$ cat src/rtl/video_stream_ctrl.sv
// Frame sequencer: scans one visible frame per frame_sync, requests RGB444 pixels
// from the colour generator and streams them as RGB888 AXI4-Stream beats with tuser/tlast.

package video_stream_ctrl_pkg;

    typedef struct packed {
        logic        tuser;
        logic        tlast;
        logic [23:0] tdata;
    } beat_t;

endpackage

module video_stream_ctrl
    import video_stream_ctrl_pkg::*;
#(
    parameter int unsigned H_VISIBLE = 640,
    parameter int unsigned V_VISIBLE = 480
) (
    input  logic        pixel_clk,
    input  logic        reset_n,
    input  logic        enable,
    input  logic        frame_sync,
    output logic        req_valid,
    output logic [9:0]  req_x,
    output logic [9:0]  req_y,
    input  logic [11:0] pix_rgb,
    output logic [23:0] m_tdata,
    output logic        m_tvalid,
    output logic        m_tuser,
    output logic        m_tlast,
    input  logic        m_tready,
    output logic        busy,
    output logic        frame_done,
    output logic [15:0] frame_count,
    output logic        sync_miss
);

    localparam int unsigned CW      = 10;
    localparam int unsigned OCC_W   = 3;
    localparam int unsigned SKID_W  = 2;
    localparam int unsigned FC_W    = 16;
    // Output register plus a two-entry skid: three beats of storage in total.
    localparam int unsigned STORE   = 3;
    localparam logic [CW-1:0] X_LAST = CW'(H_VISIBLE - 1);
    localparam logic [CW-1:0] Y_LAST = CW'(V_VISIBLE - 1);

    typedef enum logic [1:0] {
        S_IDLE,
        S_WAIT_SOF,
        S_ACTIVE,
        S_DRAIN
    } state_e;

    state_e              state_q, state_d;
    logic [CW-1:0]       nx_q, nx_d, ny_q, ny_d;
    logic                req_valid_q, req_valid_d;
    logic [CW-1:0]       req_x_q, req_x_d, req_y_q, req_y_d;
    logic                req_user_q, req_user_d, req_last_q, req_last_d;
    logic                pend_q, pend_user_q, pend_last_q;
    beat_t               out_q, out_d;
    logic                out_valid_q, out_valid_d;
    beat_t               sk0_q, sk0_d, sk1_q, sk1_d;
    logic [SKID_W-1:0]   sk_cnt_q, sk_cnt_d;
    logic                frame_done_q, frame_done_d;
    logic [FC_W-1:0]     frame_count_q, frame_count_d;
    logic                sync_miss_q, sync_miss_d;
    logic                busy_q, busy_d;

    logic                pop_c, start_c, issue_c, last_c, done_c, credit_c;
    logic [OCC_W-1:0]    occ_c;
    logic [CW-1:0]       bx_c, by_c;
    beat_t               new_beat_c;
    logic                skid_pop_c, skid_push_c;
    logic [SKID_W-1:0]   sk_tmp_c;

    function automatic logic [23:0] expand_rgb(input logic [11:0] c);
        return {c[11:8], c[11:8], c[7:4], c[7:4], c[3:0], c[3:0]};
    endfunction

    // Sequencing, credit, coordinate scan and skid-buffer next state.
    always_comb begin
        state_d       = state_q;
        nx_d          = nx_q;
        ny_d          = ny_q;
        req_x_d       = req_x_q;
        req_y_d       = req_y_q;
        req_user_d    = req_user_q;
        req_last_d    = req_last_q;
        out_d         = out_q;
        out_valid_d   = out_valid_q;
        sk0_d         = sk0_q;
        sk1_d         = sk1_q;
        sk_cnt_d      = sk_cnt_q;
        start_c       = 1'b0;
        done_c        = 1'b0;
        skid_pop_c    = 1'b0;
        skid_push_c   = 1'b0;
        sk_tmp_c      = sk_cnt_q;

        pop_c    = out_valid_q & m_tready;
        occ_c    = OCC_W'(out_valid_q) + OCC_W'(sk_cnt_q) + OCC_W'(req_valid_q) + OCC_W'(pend_q);
        // Everything requested must still fit even if no further beat is accepted.
        credit_c = (occ_c - OCC_W'(pop_c)) < OCC_W'(STORE);

        if (state_q == S_WAIT_SOF && enable && frame_sync) begin
            start_c = 1'b1;
        end
        bx_c    = start_c ? '0 : nx_q;
        by_c    = start_c ? '0 : ny_q;
        issue_c = (start_c || state_q == S_ACTIVE) && credit_c;
        last_c  = issue_c && (bx_c == X_LAST) && (by_c == Y_LAST);

        if (issue_c) begin
            req_x_d    = bx_c;
            req_y_d    = by_c;
            req_user_d = (bx_c == '0) && (by_c == '0);
            req_last_d = (bx_c == X_LAST);
            if (bx_c == X_LAST) begin
                nx_d = '0;
                ny_d = (by_c == Y_LAST) ? '0 : by_c + CW'(1);
            end else begin
                nx_d = bx_c + CW'(1);
                ny_d = by_c;
            end
        end

        case (state_q)
            S_IDLE: begin
                if (enable) state_d = S_WAIT_SOF;
            end
            S_WAIT_SOF: begin
                if (!enable)      state_d = S_IDLE;
                else if (start_c) state_d = last_c ? S_DRAIN : S_ACTIVE;
            end
            S_ACTIVE: begin
                if (last_c) state_d = S_DRAIN;
            end
            S_DRAIN: begin
                // Done on the edge that retires the last beat.
                done_c = !req_valid_q && !pend_q && (sk_cnt_q == '0) && (!out_valid_q || pop_c);
                if (done_c) state_d = enable ? S_WAIT_SOF : S_IDLE;
            end
            default: state_d = S_IDLE;
        endcase

        new_beat_c = '{tuser: pend_user_q, tlast: pend_last_q, tdata: expand_rgb(pix_rgb)};

        if (!out_valid_q || pop_c) begin
            if (sk_cnt_q != '0) begin
                out_d       = sk0_q;
                out_valid_d = 1'b1;
                skid_pop_c  = 1'b1;
                skid_push_c = pend_q;
            end else if (pend_q) begin
                out_d       = new_beat_c;
                out_valid_d = 1'b1;
            end else begin
                out_valid_d = 1'b0;
            end
        end else begin
            skid_push_c = pend_q;
        end

        if (skid_pop_c) begin
            sk0_d    = sk1_q;
            sk_tmp_c = sk_cnt_q - SKID_W'(1);
        end
        if (skid_push_c) begin
            if (sk_tmp_c == '0) sk0_d = new_beat_c;
            else                sk1_d = new_beat_c;
        end
        sk_cnt_d = sk_tmp_c + SKID_W'(skid_push_c);

        req_valid_d   = issue_c;
        frame_done_d  = done_c;
        frame_count_d = frame_count_q + FC_W'(done_c);
        // A sync coinciding with frame completion is not a miss.
        sync_miss_d   = sync_miss_q |
                        (frame_sync && (state_q == S_ACTIVE || state_q == S_DRAIN) && !done_c);
        busy_d        = (state_d == S_ACTIVE) || (state_d == S_DRAIN);
    end

    always_ff @(posedge pixel_clk or negedge reset_n) begin
        if (!reset_n) begin
            state_q       <= S_IDLE;
            nx_q          <= '0;
            ny_q          <= '0;
            req_valid_q   <= 1'b0;
            req_x_q       <= '0;
            req_y_q       <= '0;
            req_user_q    <= 1'b0;
            req_last_q    <= 1'b0;
            pend_q        <= 1'b0;
            pend_user_q   <= 1'b0;
            pend_last_q   <= 1'b0;
            out_q         <= '0;
            out_valid_q   <= 1'b0;
            sk0_q         <= '0;
            sk1_q         <= '0;
            sk_cnt_q      <= '0;
            frame_done_q  <= 1'b0;
            frame_count_q <= '0;
            sync_miss_q   <= 1'b0;
            busy_q        <= 1'b0;
        end else begin
            state_q       <= state_d;
            nx_q          <= nx_d;
            ny_q          <= ny_d;
            req_valid_q   <= req_valid_d;
            req_x_q       <= req_x_d;
            req_y_q       <= req_y_d;
            req_user_q    <= req_user_d;
            req_last_q    <= req_last_d;
            pend_q        <= req_valid_q;
            pend_user_q   <= req_user_q;
            pend_last_q   <= req_last_q;
            out_q         <= out_d;
            out_valid_q   <= out_valid_d;
            sk0_q         <= sk0_d;
            sk1_q         <= sk1_d;
            sk_cnt_q      <= sk_cnt_d;
            frame_done_q  <= frame_done_d;
            frame_count_q <= frame_count_d;
            sync_miss_q   <= sync_miss_d;
            busy_q        <= busy_d;
        end
    end

    assign req_valid   = req_valid_q;
    assign req_x       = req_x_q;
    assign req_y       = req_y_q;
    assign m_tdata     = out_q.tdata;
    assign m_tuser     = out_q.tuser;
    assign m_tlast     = out_q.tlast;
    assign m_tvalid    = out_valid_q;
    assign busy        = busy_q;
    assign frame_done  = frame_done_q;
    assign frame_count = frame_count_q;
    assign sync_miss   = sync_miss_q;

endmodule

$ cat config.mk
export PLATFORM = sky130hd
export DESIGN_NAME = video_stream_ctrl
export DESIGN_NICKNAME = d
export VERILOG_FILES = /design/src/rtl/video_stream_ctrl.sv
export SDC_FILE = /design/constraint.sdc
export NUM_CORES = 1
export LEC_CHECK = 0
export ABC_AREA = 1
export CAP_MARGIN = 30
export CORE_AREA = 8 8 140 142
export CTS_CLUSTER_DIAMETER = 100
export DETAILED_ROUTE_END_ITERATION = 10
export DIE_AREA = 0 0 148 150
export GPL_TIMING_DRIVEN = 0
export SYNTH_ARGS = -nofsm -noshare
export SYNTH_HDL_FRONTEND = slang
export SYNTH_SLANG_ARGS = --single-unit
export TNS_END_PERCENT = 100
$ cat constraint.sdc
create_clock -name pixel_clk -period 4.4 [get_ports pixel_clk]
set_clock_uncertainty 0.1 [all_clocks]
set_input_delay 0.88 -clock pixel_clk [delete_from_list [all_inputs] [get_ports pixel_clk]]
set_output_delay 0.88 -clock pixel_clk [all_outputs]
set_load 0.02 [all_outputs]
==> run metrics <==
Max Root-Sink Buffers=2; metal3 WL=770 um; worst slew margin relative to its limit=60.53%; Die Height=150 um; Int Pwr=0.003605 W; DRC viols=0; crit path time final=3535 ps; setup ws final=864.7 ps; Flop pwr share=31.2%; critical path capture point type=flip-flop; Setup TNS Final=0 ps; Resized cells post-CTS=0; vias per cell=4.643; DP HPWL=10,820 um; Most Frequent Cell on Critical Path=inv_1; Max Slew Vio Count=0; worst slack, placed=415.4 ps; ANT cells=0; asr flop ratio synth=100.0%; final core utilization=45.81%; Setup Viol. Count Final=0; area share of the leading cell type in the synthesized netlist=53.29%; Syn Area/Cell=8.917 um2; first-pass GRT wire length=25,070 um; Max Cap Viol=0; Critical Path RT=4630 ps; Worst setup SP type=primary input; drt wl/cell=14.50 um; cell count after synthesis=711; worst-path fanout max=10; GRT Resource Usage Total=14.26%; Num CTS Buffers=17; post-synthesis sequential area ratio=53.29%; Area Overhead vs Synth=26.70%; critical path class=primary input to flip-flop; Post-DRT Antenna Nets=0; Final #Nets=843; critical path's largest stage delay=470 ps; H-tree levels=4; I/O Pins=84; CTS sink cnt=135; # fillers=1,761; HP Class=flip-flop to flip-flop; Leak=3.927 nW; gr ovfl total=0; Max stage delay cell, worst path=clkdlybuf4s50_1; Post-synth EDFFs=0; Yosys cell types=48; Ys Warns=0; largest area contributor in the netlist=dfrtp_1; top cells by area, synth=dfrtp_1 53%, nand2_1 16%, nor2_1 3.0%, a31oi_1 2.8%, mux2_4 2.4%; clk slew on worst S/H paths=60 ps; total power=0.006335 W; Post-CTS Setup Inserts=0; critical-path cell list=clkdlybuf4s50_1 -> inv_1 -> nand2_2 -> fa_1 -> inv_1 -> ha_1 -> inv_1 -> fa_1 -> xnor2_1 -> a21oi_1 -> nand2_2 -> buf_2 -> buf_2 -> nand2_1 -> o31ai_1; Sw Share=43.10%; DRT Pass-1 Iters=4; initial antenna violation count=0; CTS tree=yes; die area=22,200 um2; flop and latch count out of synthesis=135; Comb pwr share=48.2%; Port Buffers=83; layout cells sized above 1=11.49%; unrepaired setup endpoints after global routing=no; power share of the clock group=20.7%; via count=4,903; top_reg_cell synth=dfrtp_1; status=completed; Final Non-Filler Cells=1,056; cell with the most instances after synthesis=nand2_1; Starting Density=36.16%; DRT Wirelength=15,320 um; Final Cycle Share=80.35%; Post-synth top cells=267 x nand2_1, 135 x dfrtp_1, 50 x nor2_1, 37 x inv_1; Hold Vio Cnt, Final=0; WL met1=6784 um; highest metal used=met4; syn_nets=740; Power per Cell Area=788.7 nW/um2; GP Congestion=0.8521; Slew @ Worst Pin=592.0 ps; Inst Count DP=1,024; CTS Hold Bufs=0; CP arrival=3760 ps; met2 wire length=7438 um; Highest Clock Rate=282.9 MHz; switching pwr=0.002731 W; Clock Tree Root=clkbuf_16; row count=49; core area=17,530 um2; Mapped Area=6340 um2; Peak VDD IR=322.5 uV; Iter 0 DRT Violations=253; largest net degree at the start of global routing=79; worst skew pair latency=420 ps; vias in the first global route=4,857; chip width=148 um
-- path summary, 6_finish.rpt --
| kind | startpoint | end | slack [ps] | depth (start not counted) |
|---|---|---|---|---|
| worst max-delay path | m_tready | nx_q[4] | 860 | 15 |
| worst min-delay path | req_user_q | pend_user_q | 280 | 0 |
| worst max register to register | sk_cnt_q[0] | frame_count[14] | 1180 | 17 |
| worst min register to register | req_user_q | pend_user_q | 280 | 0 |
| max in group asynchronous | reset_n | req_x[0] | 3120 | 2 |
| min in group asynchronous | reset_n | m_tdata[22] | 300 | 1 |
-- placed cells by master (no fill, tap or decap), types with 6 or more instances in the layout --
master / count
nand2_2: 7
clkbuf_1: 14
nor2_1: 50
o21ai_0: 20
mux2_4: 10
xnor2_1: 8
clkdlybuf4s50_1: 82
inv_1: 37
o21ai_1: 8
clkbuf_16: 17
nand4_1: 10
xor2_1: 14
dfrtp_1: 135
inv_2: 6
a31oi_1: 28
nand3_1: 28
buf_6: 7
ha_1: 10
clkinv_4: 7
nand2_1: 267
-- state kept, by name (all words and copies together) (netlist names), 10 cells and up --
name and count:
m_tdata 24, sk1_q 14, frame_count 16, ny_q 10, nx_q 10, req_y 10, req_x 10, sk0_q 26
-- worst max-delay path: cells and delay by family --
kind / cells / cell delay [ps]
buffers and inverters: 6 / 1210
adder cells (fa/ha/maj): 3 / 950
XOR/XNOR: 1 / 170
AO/OA/AOI/OAI: 2 / 140
AND/OR/NAND/NOR: 3 / 410
-- cells by family (layout without fill, tap and decap cells) --
logic type               Yosys count  after routing  share of synthesized area (%)
AND/OR/NAND/NOR                  383            383                          25.70
flip-flops                       135            135                          53.29
buffers and inverters             74            190                          5.585
AO/OA/AOI/OAI                     69             69                          6.394
XOR/XNOR                          23             23                          3.296
multiplexers                      14             14                          3.079
adder cells (fa/ha/maj)           12             12                          2.605
other                              1              1                        0.05915
-- routing by layer --
metal,GRT usage (%),vias up
met5,0,-
met4,6.323,0
met3,3.326,24
met2,23.63,108
met1,17.43,2272
li1,-,2499
-- final cells by class --
class	count	area (um2)	share of cell area, %
inverter	46	180.2	2.243
clock inverter	15	121.4	1.511
sequential	135	3378	42.06
multi-input combinational	502	2608	32.46
tap	229	286.5	3.567
clock buffer	17	425.4	5.296
buffer	28	173.9	2.165
timing repair buffer	84	859.6	10.70
-- power by group through the flow --
| stage | clock network (W) | logic, W | registers (W) |
|---|---|---|---|
| after floorplan | 0 | 0.00180 | 0.00219 |
| after global placement | 0 | 0.00306 | 0.00199 |
| after detailed placement | 0 | 0.00307 | 0.00200 |
| after CTS | 0.00134 | 0.00309 | 0.00198 |
| after global routing | 0.00139 | 0.00336 | 0.00204 |
| final | 0.00131 | 0.00305 | 0.00197 |
-- per-stage QoR --
stage / instance area, um2 / hold slack [ps]
5_1_grt: 8033 / 291.8
3_3_place_gp: 7457 / 262.3
6_report: 8033 / 278.7
4_1_cts: 8033 / 282.7
3_5_place_dp: 7486 / 264.1
2_1_floorplan: 6340 / 254.0
Note: power is estimated with default switching activity, not from simulation.
